File: src/rtl/bp_axil_mmio_pkg.sv
// Shared constants and types for the BP MMIO request buffer.
package bp_axil_mmio_pkg;

  localparam logic [11:0] mmio_req_cnt_addr = 12'h8;
  localparam logic [11:0] mmio_req_addr     = 12'hC;

  typedef enum logic [1:0] {
    e_axil_okay   = 2'b00,
    e_axil_slverr = 2'b10,
    e_axil_decerr = 2'b11
  } axil_resp_e;

  typedef enum logic {
    e_reset = 1'b0,
    e_run   = 1'b1
  } state_e;

  typedef enum logic {
    e_w_collect = 1'b0,
    e_w_resp    = 1'b1
  } w_state_e;

endpackage

File: src/rtl/bsg_fifo_1r1w_small.sv
// Small one-read one-write FIFO with a separate occupancy counter, so the
// pointers can wrap freely without full/empty ambiguity.
module bsg_fifo_1r1w_small #(
  parameter int width_p = 64,
  parameter int els_p   = 16,
  localparam int ptr_w_lp = $clog2(els_p),
  localparam int cnt_w_lp = $clog2(els_p) + 1
) (
  input  logic                clk,
  input  logic                rst_n,
  input  logic                v_i,
  input  logic [width_p-1:0]  data_i,
  output logic                ready_o,
  output logic                v_o,
  output logic [width_p-1:0]  data_o,
  input  logic                yumi_i,
  output logic [cnt_w_lp-1:0] count_o
);

  logic [width_p-1:0]  mem_r [els_p];
  logic [ptr_w_lp-1:0] wptr_r, rptr_r;
  logic [cnt_w_lp-1:0] count_r;
  logic                enq, deq;

  assign ready_o = (count_r < cnt_w_lp'(els_p));
  assign v_o     = (count_r != '0);
  assign data_o  = mem_r[rptr_r];
  assign count_o = count_r;
  assign enq     = v_i & ready_o;
  assign deq     = yumi_i & v_o;

  // Storage array; contents need no reset since the counter qualifies them.
  always_ff @(posedge clk) begin
    if (enq) mem_r[wptr_r] <= data_i;
  end

  // Pointers and occupancy; simultaneous enqueue and dequeue cancel out.
  always_ff @(posedge clk or negedge rst_n) begin
    if (!rst_n) begin
      wptr_r  <= '0;
      rptr_r  <= '0;
      count_r <= '0;
    end else begin
      if (enq) wptr_r <= wptr_r + ptr_w_lp'(1);
      if (deq) rptr_r <= rptr_r + ptr_w_lp'(1);
      count_r <= count_r + cnt_w_lp'(enq) - cnt_w_lp'(deq);
    end
  end

endmodule

File: src/rtl/bp_axil_mmio_req_buffer.sv
// AXI4-Lite read responder draining buffered BP MMIO (addr, data) pairs.
//
// state       | meaning
// ------------+---------------------------------------------------------
// e_reset     | first cycle after reset release; all handshakes held off
// e_run       | normal operation
// e_w_collect | gathering AW and W beats (each held until the other lands)
// e_w_resp    | SLVERR write response pending on B channel
module bp_axil_mmio_req_buffer
  import bp_axil_mmio_pkg::*;
#(
  parameter int S_AXIL_ADDR_WIDTH = 64,
  parameter int S_AXIL_DATA_WIDTH = 32,
  parameter int els_p             = 32
) (
  input  logic                           s_axil_aclk,
  input  logic                           s_axil_aresetn,

  input  logic                           mmio_v_i,
  input  logic [31:0]                    mmio_addr_i,
  input  logic [31:0]                    mmio_data_i,
  output logic                           mmio_ready_and_o,

  input  logic [S_AXIL_ADDR_WIDTH-1:0]   s_axil_araddr,
  input  logic                           s_axil_arvalid,
  output logic                           s_axil_arready,
  input  logic [2:0]                     s_axil_arprot,
  output logic [S_AXIL_DATA_WIDTH-1:0]   s_axil_rdata,
  output logic [1:0]                     s_axil_rresp,
  output logic                           s_axil_rvalid,
  input  logic                           s_axil_rready,

  input  logic [S_AXIL_ADDR_WIDTH-1:0]   s_axil_awaddr,
  input  logic                           s_axil_awvalid,
  output logic                           s_axil_awready,
  input  logic [2:0]                     s_axil_awprot,
  input  logic [S_AXIL_DATA_WIDTH-1:0]   s_axil_wdata,
  input  logic [S_AXIL_DATA_WIDTH/8-1:0] s_axil_wstrb,
  input  logic                           s_axil_wvalid,
  output logic                           s_axil_wready,
  output logic [1:0]                     s_axil_bresp,
  output logic                           s_axil_bvalid,
  input  logic                           s_axil_bready
);

  localparam int pair_els_lp   = els_p / 2;
  localparam int pair_cnt_w_lp = $clog2(pair_els_lp) + 1;
  localparam int word_cnt_w_lp = $clog2(els_p) + 1;

  state_e   state_r, state_n;
  w_state_e w_state_r, w_state_n;
  logic     run;

  logic                       fifo_ready, fifo_v, fifo_yumi, push;
  logic [63:0]                fifo_data;
  logic [pair_cnt_w_lp-1:0]   pair_cnt;
  logic [word_cnt_w_lp-1:0]   word_cnt;

  logic                         half_r;
  logic                         rvalid_r;
  logic [S_AXIL_DATA_WIDTH-1:0] rdata_r, rdata_n;
  logic [1:0]                   rresp_r, rresp_n;
  logic                         ar_fire, pop_word, pop_take;

  logic aw_held_r, aw_held_n, w_held_r, w_held_n;
  logic aw_fire, w_fire;

  logic unused_inputs;
  assign unused_inputs = ^{s_axil_araddr, s_axil_arprot, s_axil_awaddr,
                           s_axil_awprot, s_axil_wdata, s_axil_wstrb, fifo_v};

  // Top-level state register.
  always_ff @(posedge s_axil_aclk or negedge s_axil_aresetn) begin
    if (!s_axil_aresetn) state_r <= e_reset;
    else                 state_r <= state_n;
  end

  // Leave e_reset on the first clock after reset release.
  always_comb begin
    state_n = state_r;
    if (state_r == e_reset) state_n = e_run;
  end

  assign run = (state_r == e_run);

  // Pair storage; yumi pops a pair only when its data word is read.
  assign mmio_ready_and_o = run & fifo_ready;
  assign push             = mmio_v_i & mmio_ready_and_o;
  assign fifo_yumi        = pop_take & half_r;

  bsg_fifo_1r1w_small #(
    .width_p(64),
    .els_p  (pair_els_lp)
  ) pair_fifo (
    .clk    (s_axil_aclk),
    .rst_n  (s_axil_aresetn),
    .v_i    (push),
    .data_i ({mmio_data_i, mmio_addr_i}),
    .ready_o(fifo_ready),
    .v_o    (fifo_v),
    .data_o (fifo_data),
    .yumi_i (fifo_yumi),
    .count_o(pair_cnt)
  );

  assign word_cnt = {pair_cnt, 1'b0} - word_cnt_w_lp'(half_r);

  assign s_axil_arready = run & (~rvalid_r | s_axil_rready);
  assign ar_fire        = s_axil_arvalid & s_axil_arready;

  // Read address decode; only the low 12 address bits select a register.
  always_comb begin
    rdata_n  = '0;
    rresp_n  = e_axil_okay;
    pop_word = 1'b0;
    case (s_axil_araddr[11:0])
      mmio_req_cnt_addr: rdata_n = S_AXIL_DATA_WIDTH'(word_cnt);
      mmio_req_addr: begin
        if (word_cnt != '0) begin
          pop_word = 1'b1;
          rdata_n  = half_r ? fifo_data[63:32] : fifo_data[31:0];
        end else begin
          rresp_n = e_axil_slverr;
        end
      end
      default: rresp_n = e_axil_decerr;
    endcase
  end

  assign pop_take = ar_fire & pop_word;

  // Registered R channel; data only changes on AR acceptance, so it holds
  // steady while the host stalls rready.
  always_ff @(posedge s_axil_aclk or negedge s_axil_aresetn) begin
    if (!s_axil_aresetn) begin
      rvalid_r <= 1'b0;
      rdata_r  <= '0;
      rresp_r  <= e_axil_okay;
      half_r   <= 1'b0;
    end else begin
      if (ar_fire) begin
        rvalid_r <= 1'b1;
        rdata_r  <= rdata_n;
        rresp_r  <= rresp_n;
      end else if (s_axil_rready) begin
        rvalid_r <= 1'b0;
      end
      if (pop_take) half_r <= ~half_r;
    end
  end

  assign s_axil_rvalid = rvalid_r;
  assign s_axil_rdata  = rdata_r;
  assign s_axil_rresp  = rresp_r;

  assign s_axil_bvalid  = (w_state_r == e_w_resp);
  assign s_axil_bresp   = e_axil_slverr;
  assign s_axil_awready = run & ~aw_held_r & ~s_axil_bvalid;
  assign s_axil_wready  = run & ~w_held_r & ~s_axil_bvalid;
  assign aw_fire        = s_axil_awvalid & s_axil_awready;
  assign w_fire         = s_axil_wvalid & s_axil_wready;

  // Write sub-FSM and held-beat flags.
  always_ff @(posedge s_axil_aclk or negedge s_axil_aresetn) begin
    if (!s_axil_aresetn) begin
      w_state_r <= e_w_collect;
      aw_held_r <= 1'b0;
      w_held_r  <= 1'b0;
    end else begin
      w_state_r <= w_state_n;
      aw_held_r <= aw_held_n;
      w_held_r  <= w_held_n;
    end
  end

  // Collect both beats in any order, then answer once with SLVERR.
  always_comb begin
    w_state_n = w_state_r;
    aw_held_n = aw_held_r;
    w_held_n  = w_held_r;
    case (w_state_r)
      e_w_collect: begin
        if (aw_fire) aw_held_n = 1'b1;
        if (w_fire)  w_held_n  = 1'b1;
        if (aw_held_n & w_held_n) w_state_n = e_w_resp;
      end
      e_w_resp: begin
        if (s_axil_bready) begin
          w_state_n = e_w_collect;
          aw_held_n = 1'b0;
          w_held_n  = 1'b0;
        end
      end
      default: w_state_n = e_w_collect;
    endcase
  end

endmodule

File: config.mk
export PLATFORM = sky130hd
export DESIGN_NAME = bp_axil_mmio_req_buffer
export DESIGN_NICKNAME = d
export VERILOG_FILES = /design/src/rtl/bp_axil_mmio_pkg.sv /design/src/rtl/bsg_fifo_1r1w_small.sv /design/src/rtl/bp_axil_mmio_req_buffer.sv
export SDC_FILE = /design/constraint.sdc
export NUM_CORES = 1
export LEC_CHECK = 0
export BUFFER_PORTS_ARGS = -buffer_cell sky130_fd_sc_hd__clkbuf_2
export CAP_MARGIN = 20
export CORE_MARGIN = 2
export CORE_UTILIZATION = 54
export DETAILED_ROUTE_END_ITERATION = 16
export GPL_TIMING_DRIVEN = 1
export PLACE_DENSITY_LB_ADDON = 0.12
export SLEW_MARGIN = 20
export SYNTH_ARGS = -nofsm -noshare
export SYNTH_HDL_FRONTEND = slang
export SYNTH_SLANG_ARGS = --single-unit
File: constraint.sdc
create_clock -name s_axil_aclk -period 2.95 [get_ports s_axil_aclk]
set_input_delay 0.1475 -clock s_axil_aclk [delete_from_list [all_inputs] [get_ports s_axil_aclk]]
set_output_delay 0.1475 -clock s_axil_aclk [all_outputs]
set_load 0.005 [all_outputs]
# == Yosys cells after proc, flatten, opt, wreduce, memory -nomap -nowiden ==
# Memory sizes are Yosys's and may differ from the RTL's.
# Index checks and enable logic that the tools add are counted.
# word_totals
regBits,53
ram_bits,1024
out_inout_bits,42
memories,1
# op_classes
addsub,5
order_cmp,1
n_eq_ne,3
n_mux,21
bitwise,21
n_reduce_logical,3
# memory_table
memory,words,word_bits,read_ports,rd_clocked_by_memory_dff,write_ports,line_no,rtl
pair_fifo.mem_r,16,64,1,0,1,bsg_fifo_1r1w_small.sv:20,logic [width_p-1:0] mem_r [els_p];
# op_table
cell,count
$mux 32,2
$pmux 32 s2,1
$eq 12x4->1 const B,2
$and 1x1->1,15
$mux 1,13
$add 4x1->4 const B,2
$pmux 1 s2,3
$reduce_bool 6->1,1
$sub 6x1->6,1
$add 5x1->5,1
$lt 5x5->1 const B,1
$not 1->1,5
$reduce_bool 5->1,1
$sub 5x1->5,1
$pmux 2 s2,1
$mux 2,1
$ne 2x2->1 const B,1
$reduce_bool 2->1,1
$or 1x1->1,1

# == Logic depth before layout (Yosys ltp) ==
# Gate-level depths: netlist (run 1).
# depth
word_depth,9
mapped_depth,15

# == Cells and area by module ==
# From an unflattened synthesis (run 1), not the netlist that was laid out.
# hier_totals
hier_cells,1860
area_unflattened_um2,41378.4
# modules_own_cells
module,instances,cells_each,area_each_um2,seq_area_each_um2
bsg_fifo_1r1w_small,1,1642,39033.7,31074.8
bp_axil_mmio_req_buffer,1,218,2344.7,1001.0

# == Worst setup path before layout (run 1) ==
# OpenSTA, ideal clock, no wires.
# synth_path
kind,register to register
startpoint,register half_r
endpoint,"register pair_fifo.count_r[4], in the netlist pair_fifo.count_o[4]"
setup_time_ps,80
arrival_time_ps,3130
slack_ps,-260
path_stages_with_launch,16
period_less_slack_ps,3210
cell_sequence,dfrtp_1 > buf_2 > inv_2 > buf_1 > ha_1 > and2_1 > a311o_2 > nor2_4 > ha_1 > inv_1 > ha_1 > fa_1 > a21oi_1 > nor2_1 > nor2_1 > xnor2_1
# synth_via
elab_chain_len,8
# synth_lines
item,line_no,rtl
"start, declared",bp_axil_mmio_req_buffer.sv:59,logic half_r;
"start signal, assigned",bp_axil_mmio_req_buffer.sv:148,if (pop_take) half_r <= ~half_r;
$sub 6x1->6,bp_axil_mmio_req_buffer.sv:106,"assign word_cnt = {pair_cnt, 1'b0} - word_cnt_w_lp'(half_r);"
$reduce_bool 6->1,bp_axil_mmio_req_buffer.sv:119,if (word_cnt != '0) begin
$mux 1,bp_axil_mmio_req_buffer.sv:119,
$mux 1,bp_axil_mmio_req_buffer.sv:116,case (s_axil_araddr[11:0])
$and 1x1->1,bp_axil_mmio_req_buffer.sv:130,assign pop_take = ar_fire & pop_word;
$and 1x1->1 (*),bp_axil_mmio_req_buffer.sv:89,assign fifo_yumi = pop_take & half_r;
$and 1x1->1 (*),bsg_fifo_1r1w_small.sv:30,assign deq = yumi_i & v_o;
named net pair_fifo.deq,bsg_fifo_1r1w_small.sv:23,"logic enq, deq;"
$sub 5x1->5 (*),bsg_fifo_1r1w_small.sv:46,count_r <= count_r + cnt_w_lp'(enq) - cnt_w_lp'(deq);
"end signal, assigned",bsg_fifo_1r1w_small.sv:46,
"end, declared",bsg_fifo_1r1w_small.sv:22,logic [cnt_w_lp-1:0] count_r;
# The timed path passes the listed nets; every way through them passes the cells marked *.
# A chain may end at the register's enable or synchronous reset.

# == Worst setup path in the final report (run 1) ==
# layout_path
startpoint,"register pair_fifo.count_r[2], in the netlist pair_fifo.count_o[2]"
endpoint,"register pair_fifo.count_r[4], in the netlist pair_fifo.count_o[4]"
# layout_via
elab_chain_len,8
word_cells_on_any_way,14
# layout_lines
item,line_no
$sub 6x1->6,bp_axil_mmio_req_buffer.sv:106
$reduce_bool 6->1,bp_axil_mmio_req_buffer.sv:119
$mux 1,bp_axil_mmio_req_buffer.sv:119
$mux 1,bp_axil_mmio_req_buffer.sv:116
$and 1x1->1,bp_axil_mmio_req_buffer.sv:130
$and 1x1->1,bp_axil_mmio_req_buffer.sv:89
$and 1x1->1 (*),bsg_fifo_1r1w_small.sv:30
named net pair_fifo.deq,bsg_fifo_1r1w_small.sv:23
$sub 5x1->5 (*),bsg_fifo_1r1w_small.sv:46
# Marked as above.

==> results.cfg, run 1 <==
[yosys]
async_reset_ff_share_pct = 4.92
ys_top_cells_by_count = edfxtp_1 (1024), mux4_2 (315), dfrtp_1 (53)
synth_area_leaders = edfxtp_1 (74%), mux4_2 (17%), dfrtp_1 (3.2%)
synth_top_area_share_pct = 74.4
ys_seq_elements = 1077
ys_warn_count = 0
synth_area_sq_mm = 0.0413
ys.flop_type = edfxtp_1
avgSynthCellArea_sq_um = 23.9
synth_cell_types = 50
yosysSeqAreaShare_pct = 77.6
synth_edf_count = 1024
syn_inst = 1732
yosysMostFrequentCell = edfxtp_1
yosysTopAreaCell = edfxtp_1

[pwr]
power_density_mw_per_mm2 = 678
p_leak_nw = 15.4
ir_drop_mv = 0.534
finalPower_w = 0.0329

[critical_path]
r2r_end = pair_fifo.count_o[4]$_DFF_PN0_
worstRegToRegCells = 15
r2r-start = pair_fifo.count_o[2]$_DFF_PN0_
ff2ff_setup_slack_ns = 0.03
cp-end-kind = flip-flop
cp_data_required_time_ns = 3.54
startpoint_type = flip-flop
arrival_ns = 3.51
crit_path_max_fanout = 4
crit_path_start = pair_fifo.count_o[2]$_DFF_PN0_
path_class = flip-flop to flip-flop

[place]
globalplace.congestion = 0.750
post_dp_cell_area_sq_mm = 0.0440
numPortBuffers = 123
dp_hpwl_mm = 46.9

[final_layout]
finalNetCount = 2314
final_util_pct = 63.9
area_growth_pct = 17.3
n_antenna_cell = 0
drive_above_1_share_pct = 34.4
fin_area_sq_mm = 0.0485

[routing]
drt-met1-wl_mm = 37.7
dr.first_iter.drc_count = 1685
route.met3.wl_mm = 5.07
routed.top_layer = met5
viasPerCell = 6.12
dr_wl_met2_mm = 43.2
drcViolationCount = 0
wl_per_cell_um = 28.0
drt-pass1-iter-count = 5
ant_nets = 0
wirelength_mm = 87.5
vias = 19100

[min_path]
hold_path_depth = 6
worstHoldEndpoint = s_axil_rdata[5]$_DFFE_PN0P_
min-delay-start = s_axil_araddr[1]
hold_class = input port to flip-flop

[cts]
root_buffer = clkbuf_16
cts_tree = built
clock-sinks = 1077
cts_made_buffers = 107
clk_latency_ns = 0.67
htree_levels = 3
clkTransAtPathRegs_ns = 0.06
clockBufferDepth = 3

[global_routing]
grt_max_degree = 65
track_usage_pct = 22.8
antenna_found_initial = 6
grt-ovfl-total = 0
grt_pass1_wl_mm = 130
grt_pass1_vias = 20000

[floorplanning]
die_height_um = 281
ioPinCount = 284
initial_core_util_pct = 54.5
die_area_sq_mm = 0.0787
coreArea_sq_mm = 0.0758
die_x_um = 281
row_count = 101

[timing]
setup_tns_ns = 0
timing.slew.headroom_pct = 34.8
final_hold_viol_count = 0
final-setup-viol-count = 0
fmax_ghz = 0.342
whs_ns = 0.0389
report.final.slew_viol_count = 0
skew_ns = 0.0181
worst_pin_slew_ns = 0.978
fin_crit_sh_pct = 99.0
post-route-min-period_ns = 2.92
rsz0062_at_grt = yes

[run_status]
status = finished clean

[run]
drv_cap = 0
-- flip-flops by register name, summed over array words and instances (netlist names) --
signal and cells:
s_axil_rresp 2, run 1, s_axil_rvalid 1, pair_fifo.mem_r 1024, s_axil_bvalid 1, pair_fifo.wptr_r 4
w_held_r 1, pair_fifo.count_o 5, aw_held_r 1, s_axil_rdata 32, half_r 1, pair_fifo.rptr_r 4
-- worst max-delay path by stage --
stage / cells after the start / end
after floorplan: 15 / pair_fifo.count_o[4]$_DFF_PN0_
after global routing: 15 / pair_fifo.count_o[4]$_DFF_PN0_
after detailed placement: 15 / pair_fifo.count_o[4]$_DFF_PN0_
after global placement: 16 / pair_fifo.count_o[4]$_DFF_PN0_
final: 15 / pair_fifo.count_o[4]$_DFF_PN0_
after CTS: 15 / pair_fifo.count_o[4]$_DFF_PN0_
-- through the flow --
stage / setup slack (ns) / cells
6_report: 0.0286 / 3123
5_1_grt: -0.130 / 3123
4_1_cts: 0.00757 / 3117
3_5_place_dp: -0.0746 / 2839
3_3_place_gp: -0.0425 / 2839
2_1_floorplan: -0.00974 / 1733
-- cells in the final DEF (no fill, tap or decap), types with 5 or more instances in the layout --
| cell type | Yosys | routed |
|---|---|---|
| clkbuf_2 | 1 | 122 |
| dlygate4sd3_1 | 0 | 79 |
| clkinv_1 | 1 | 12 |
| dfrtp_1 | 53 | 49 |
| buf_4 | 21 | 54 |
| nor3_1 | 8 | 8 |
| and2_4 | 0 | 17 |
| buf_12 | 0 | 44 |
| clkbuf_16 | 0 | 107 |
| clkinv_2 | 0 | 18 |
| o21ai_1 | 27 | 28 |
| bufinv_16 | 0 | 11 |
| nand2_1 | 37 | 37 |
| clkbuf_1 | 34 | 29 |
| edfxtp_1 | 1024 | 1024 |
| nor2_1 | 9 | 9 |
| o21ai_0 | 7 | 6 |
| clkbuf_8 | 0 | 11 |
| xor2_1 | 5 | 5 |
| inv_1 | 16 | 13 |
| nand3_1 | 6 | 5 |
| ha_1 | 16 | 12 |
| mux4_2 | 315 | 315 |
| xnor2_1 | 12 | 11 |
| a21oi_1 | 10 | 9 |
| mux2i_1 | 34 | 34 |
-- cells by family after synthesis --
kind of cell	after synthesis	share of synthesized area [%]
flip-flops	1077	77.6
multiplexers	352	18.1
buffers and inverters	105	1.27
AND/OR/NAND/NOR	100	1.25
AO/OA/AOI/OAI	62	0.869
adder cells (fa/ha/maj)	17	0.533
XOR/XNOR	17	0.360
other	2	0.0182
-- layer usage --
layer | vias to the layer above | track usage, %
met3 | 107 | 3.06
met2 | 640 | 36.8
met4 | 8 | 5.53
li1 | 8035 | -
met5 | - | 0
met1 | 10300 | 33.8
-- power by group --
group / leakage [nW] / switching [W] / internal, W
registers: 9.90 / 0.000185 / 0.0173
clock network: 1.73 / 0.00561 / 0.00795
logic: 3.77 / 0.00109 / 0.000787
total: 15.4 / 0.00688 / 0.0260
-- timing repair --
action | CTS | global route
pin swaps | 1 | 11
setup buffers | 0 | 6
resized for setup | 4 | 14
hold endpoints to repair | 1088 | 0
hold buffers | 79 | 0
endpoints found under the setup margin | 1 | 1
-- critical path, cell delays in order, from the launching register on --
cell and delay [ns]:
dfrtp_1 0.39, inv_2 0.14, ha_4 0.16, nor2b_4 0.15, xnor2_2 0.08, o31ai_2 0.29, a311o_2 0.27, nor2_4 0.05
ha_4 0.26, inv_2 0.04, ha_4 0.16, fa_2 0.40, a21oi_2 0.15, nor2_1 0.06, nor2_1 0.13, xnor2_1 0.12
-- area by class of cell --
cell class                      instances  area [sq um]
Multi-Input combinational cell        551          8850
Clock inverter                         52           617
Inverter                               19          78.8
Fill cell                            5033         27300
Timing Repair Buffer                  299          2690
Tap cell                              978          1220
Sequential cell                      1077         32100
Clock buffer                          147          2940
(Power assumes the default switching activity.)
==> run 2: changes to the inputs <==
Settings changed: BUFFER_PORTS_ARGS -buffer_cell sky130_fd_sc_hd__clkbuf_2 to unset, CORE_UTILIZATION 54 to 57, DONT_BUFFER_PORTS set to 1.
==> run 2 against run 1 <==
  * Routed wire length decreased by 2.4%
  * Die area down 5.2%
  * Final area fell by 1.5%
  * Non-clock buffer count down 115
  * Total power decreased by 2.1%
  * Fmax is 0.84% higher
  * Utilization is 2.7 points higher
  * Flip-flop and latch count unchanged
  * Worst setup slack better by 0.024 ns
  * Count of clock-buffer cells in the layout down 3
  * Critical endpoint unchanged
==> results.cfg, run 2 (synthesis results as in run 1) <==
[final_layout]
largest_reg_flops = 1024
seq_area_sq_mm = 0.0321
final_common_cell = edfxtp_1
multi_input_area_sq_mm = 0.00884
nFillCells = 4525
drive_above_1_share_pct = 30.0
area_growth_pct = 15.5
mostFrequentLayoutCells = edfxtp_1 (1024), mux4_2 (315), clkbuf_16 (106)
finalNetCount = 2197
fin_area_sq_mm = 0.0477
largest-register = pair_fifo.mem_r

[place]
post_dp_cell_area_sq_mm = 0.0434
numPortBuffers = 0
globalplace.congestion = 0.726
dp_hpwl_mm = 46.1
dp_slack_ns = 0.00109

[global_routing]
busiest_layer = met2
grt_max_degree = 81
grt-ovfl-total = 0
grt_pass1_vias = 20000
antenna_found_initial = 6
grt_use_met2_pct = 39.2
grt.met3_usage_pct = 3.44
met1_usage_pct = 33.3
grt_pass1_wl_mm = 127
track_usage_pct = 23.5

[floorplanning]
row_count = 98
die_height_um = 273
initial_core_util_pct = 57.7
coreArea_sq_mm = 0.0716
die_x_um = 273
ioPinCount = 284
die_area_sq_mm = 0.0747

[critical_path]
crit_path_max_fanout = 4
arrival_ns = 3.47
cp_data_required_time_ns = 3.52
path_class = flip-flop to flip-flop
startpoint_type = flip-flop
worstRegToRegCells = 15
cp-end-kind = flip-flop

[timing]
timing.final.ws_setup_ns = 0.0529
worst_pin_slew_ns = 0.692
final_hold_viol_count = 0
fmax_ghz = 0.345
post-route-min-period_ns = 2.90
timing.slew.headroom_pct = 53.4
skew_ns = 0.0223
report.final.slew_viol_count = 0
final-setup-viol-count = 0
fin_crit_sh_pct = 98.2
rsz0062_at_grt = yes

[cts]
htree_levels = 3
root_buffer = clkbuf_16
cts_made_buffers = 105
clk_latency_ns = 0.67
clock-sinks = 1077
clockBufferDepth = 3
cts_tree = built
clkTransAtPathRegs_ns = 0.06

[pwr]
power_switching_w = 0.00667
ir_drop_mv = 0.572
p_leak_nw = 14.8
power_density_mw_per_mm2 = 674
pwr-share-comb_pct = 5.5
p_int_w = 0.0255
switching_share_pct = 20.7
power_frac_clock_pct = 40.3
p_seq_share_pct = 54.2

[routing]
wirelength_mm = 85.4
drt-pass1-iter-count = 5
vias = 18500
drcViolationCount = 0
wl_per_cell_um = 28.6
dr.first_iter.drc_count = 1542
viasPerCell = 6.20
ant_nets = 0

[run]
drv_cap = 0

[run_status]
status = finished clean

[min_path]
hold_class = input port to flip-flop
hold_path_depth = 5
==> run 2: changes by cell type in the layout (fill, tap and decap cells not counted), moves of 3 or more <==
| cell | previous run | this run |
|---|---|---|
| clkinv_1 | 12 | 26 |
| diode_2 | 0 | 3 |
| clkinv_2 | 18 | 14 |
| clkbuf_2 | 122 | 0 |
| bufinv_16 | 11 | 7 |
| buf_4 | 54 | 60 |
| clkbuf_1 | 29 | 26 |
| clkinvlp_4 | 4 | 1 |
==> run 2: power by group through the flow <==
stage                     sequential, W  combinational, W  clock [W]
after detailed placement         0.0178           0.00134          0
after global routing             0.0175           0.00194     0.0138
after floorplan                  0.0177          0.000778          0
final                            0.0174           0.00178     0.0130
after global placement           0.0177           0.00132          0
after CTS                        0.0174           0.00165     0.0132
==> run 2: per-layer routing <==
layer | share of wire (%) | vias up
met5 | 0.057 | -
met4 | 1.7 | 8
met3 | 5.8 | 113
met1 | 42 | 9999
met2 | 51 | 568
li1 | - | 7812
==> run 2: critical path: stages, from the launching register on <==
cell and delay [ns]:
dfrtp_2 0.44, inv_4 0.10, ha_4 0.14, nor2b_4 0.15, xnor2_2 0.08, o31ai_2 0.29
a311o_2 0.27, nor2_4 0.05, ha_4 0.26, inv_2 0.04, ha_4 0.15, fa_2 0.40
a21oi_2 0.14, nor2_1 0.06, nor2_1 0.12, xnor2_1 0.12
==> run 2: layout make-up <==
| type | count | area share (%) |
|---|---|---|
| antenna | 3 | 0.0157 |
| clock buffer | 144 | 6.11 |
| clock inverter | 55 | 0.993 |
| inverter | 19 | 0.170 |
| multi-input combinational | 551 | 18.5 |
| sequential | 1077 | 67.2 |
| tap | 950 | 2.49 |
| timing repair buffer | 184 | 4.48 |
==> run 2: path summary, 6_finish.rpt <==
| kind | from | to | slack (ns) |
|---|---|---|---|
| setup reg to reg | pair_fifo.count_o[1]$_DFF_PN0_ | pair_fifo.count_o[4]$_DFF_PN0_ | 0.05 |
| max in group asynchronous | s_axil_aresetn | pair_fifo.rptr_r[2]$_DFFE_PN0P_ | 2.50 |
| setup / recovery | pair_fifo.count_o[1]$_DFF_PN0_ | pair_fifo.count_o[4]$_DFF_PN0_ | 0.05 |
| hold reg to reg | s_axil_rdata[7]$_DFFE_PN0P_ | s_axil_rdata[7]$_DFFE_PN0P_ | 0.51 |
| min in group asynchronous | s_axil_aresetn | s_axil_rdata[24]$_DFFE_PN0P_ | 0.12 |
| hold / removal | s_axil_araddr[2] | s_axil_rdata[0]$_DFFE_PN0P_ | 0.08 |
==> run 2: per-stage QoR <==
| stage | cells | hold slack [ns] | power [W] | utilization (%) | setup TNS (ns) |
|---|---|---|---|---|---|
| floorplan | 1733 | -0.148 | 0.0185 | - | -0.00974 |
| global placement | 2694 | -0.146 | 0.0190 | 60.6 | -0.0206 |
| detailed placement | 2694 | -0.146 | 0.0191 | 60.6 | 0 |
| CTS | 2974 | 0.0439 | 0.0323 | 66.5 | 0 |
| global route | 2981 | 0.0836 | 0.0332 | 66.7 | -0.0772 |
| finish | 2983 | 0.0818 | 0.0322 | 66.7 | 0 |
==> run 2: what timing repair did <==
action,CTS,global route
pin swaps,1,11
hold endpoints to repair,1091,0
endpoints found under the setup margin,1,2
buffers inserted,0,6
hold buffers,81,0
resized for setup,2,15
==> run 3: changes to the inputs <==
Settings changed: RECOVER_POWER set to 50.
==> run 3 against run 2 <==
  * Critical path depth stayed put
  * Critical endpoint unchanged
  * Sequential power hardly changed
  * Hold slack hardly changed
  * Non-clock buffer count stayed put
  * The flow now finishes with violations (capacitance limit, slew limit)
  * Final cell count stayed put
  * Clock power hardly changed
  * Total power hardly changed
  * First-iteration DRC count is 0.19% lower
  * Critical path type unchanged
  * Largest power group unchanged
==> results.cfg, run 3 (synthesis results as in run 1) <==
[place]
dp_hpwl_mm = 46.1
dp_slack_ns = 0.00109
numPortBuffers = 0
globalplace.congestion = 0.726

[timing]
post-route-min-period_ns = 2.90
fin_crit_sh_pct = 98.2
skew_ns = 0.0222
report.final.slew_viol_count = 54
fmax_ghz = 0.345
rsz0062_at_grt = yes
worst_pin_slew_ns = 1.95
whs_ns = 0.0816
timing.slew.headroom_pct = -30.3
final-setup-viol-count = 0
timing.final.ws_setup_ns = 0.0531
final_hold_viol_count = 0

[critical_path]
crit_top_cell = ha_4
path_delay_family = adder cells
cp_data_required_time_ns = 3.52
path_class = flip-flop to flip-flop
crit_path_top_delay_cell = dfrtp_2
slowest_delay_ns = 0.44
crit_path_max_fanout = 4
path_buf_inv = 2
arrival_ns = 3.47
startpoint_type = flip-flop
crit_chain = inv_4, ha_4, nor2b_4, xnor2_2, o31ai_2, a311o_2, nor2_4, ha_4, inv_2, ha_4, fa_2, a21oi_2, nor2_1, nor2_1, xnor2_1
cp-end-kind = flip-flop

[routing]
dr.first_iter.drc_count = 1539
wl_per_cell_um = 28.6
wirelength_mm = 85.4
viasPerCell = 6.21
drt-pass1-iter-count = 5
drcViolationCount = 0
ant_nets = 0
vias = 18500

[global_routing]
grt_use_met2_pct = 39.2
met1_usage_pct = 33.3
grt-ovfl-total = 0
grt.met3_usage_pct = 3.44
grt_max_degree = 81
grt_pass1_wl_mm = 127
antenna_found_initial = 6
track_usage_pct = 23.5
busiest_layer = met2
grt_pass1_vias = 20000

[cts]
root_buffer = clkbuf_16
htree_levels = 3
clock-sinks = 1077
cts_made_buffers = 105
clkTransAtPathRegs_ns = 0.06
cts_tree = built
clk_latency_ns = 0.67
clockBufferDepth = 3

[floorplanning]
die_area_sq_mm = 0.0747
die_x_um = 273
initial_core_util_pct = 57.7
row_count = 98
die_height_um = 273
coreArea_sq_mm = 0.0716
ioPinCount = 284

[final_layout]
largest_reg_flops = 1024
finalNetCount = 2197
largest-register = pair_fifo.mem_r
final_util_pct = 66.6
mostFrequentLayoutCells = edfxtp_1 (1024), mux4_2 (315), clkbuf_16 (106)
final_common_cell = edfxtp_1
drive_above_1_share_pct = 30.0
area_growth_pct = 15.5

[run]
drv_cap = 1

[min_path]
hold_class = input port to flip-flop

[pwr]
ir_drop_mv = 0.572
power_density_mw_per_mm2 = 675
p_leak_nw = 14.8

[run_status]
status = finished, violations left
violations = capacitance limit, slew limit
run 3: cell types whose count changed in the layout (fill, tap and decap cells not counted):
cell / delta
buf_16: -1
clkbuf_2: +1
run 3: tightest hold or removal path, stage by stage:
cell and delay (ns):
o311ai_0 0.11, a41oi_1 0.07, nand4_1 0.13, nand3_1 0.10, a22oi_1 0.13
run 3: worst paths after layout:
check                           cells past startpoint  slack, ns                      startpoint                               to
worst max-delay path                               15       0.05  pair_fifo.count_o[1]$_DFF_PN0_   pair_fifo.count_o[4]$_DFF_PN0_
worst min-delay path                                5       0.08                s_axil_araddr[2]      s_axil_rdata[0]$_DFFE_PN0P_
worst max register to register                     15       0.05  pair_fifo.count_o[1]$_DFF_PN0_   pair_fifo.count_o[4]$_DFF_PN0_
worst min register to register                      2       0.51     s_axil_rdata[7]$_DFFE_PN0P_      s_axil_rdata[7]$_DFFE_PN0P_
max in group asynchronous                           2       0.88                  s_axil_aresetn  pair_fifo.rptr_r[2]$_DFFE_PN0P_
min in group asynchronous                           2       0.67                  s_axil_aresetn     s_axil_rdata[24]$_DFFE_PN0P_
run 3: metrics by stage:
step	power, W	area, sq um	TNS, ns	cells
6_report	0.0322	47700	0	2983
3_3_place_gp	0.0190	43400	-0.0206	2694
3_5_place_dp	0.0191	43400	0	2694
5_1_grt	0.0332	47700	-0.0772	2981
2_1_floorplan	0.0185	41300	-0.00974	1733
4_1_cts	0.0323	47600	0	2974
run 3: where the power goes:
part           internal (W)  leakage [nW]  switching (W)
clock               0.00752          1.66        0.00545
sequential           0.0173          9.90       0.000188
combinational      0.000739          3.27        0.00103
total                0.0255          14.8        0.00667
run 3: area by class of cell:
| class | count | area, sq um |
|---|---|---|
| multi-input combinational | 551 | 8840 |
| timing repair buffer | 184 | 2120 |
| antenna | 3 | 7.51 |
| sequential | 1077 | 32100 |
| inverter | 19 | 81.3 |
| tap | 950 | 1190 |
| clock buffer | 144 | 2920 |
| clock inverter | 55 | 474 |
| fill | 4527 | 23900 |
run 3: what timing repair did:
action / in CTS / in global routing
buffers inserted: 0 / 6
hold buffers: 81 / 0
endpoints found under the hold margin: 1091 / 0
endpoints found under the setup margin: 1 / 2
pin swaps: 1 / 11
gates resized for setup: 2 / 15
run 3: layer usage:
| metal | vias to the layer above | wire length, um |
|---|---|---|
| li1 | 7813 | - |
| met2 | 563 | 43300 |
| met3 | 111 | 4980 |
| met4 | 8 | 1470 |
| met1 | 10000 | 35700 |
| met5 | - | 49 |
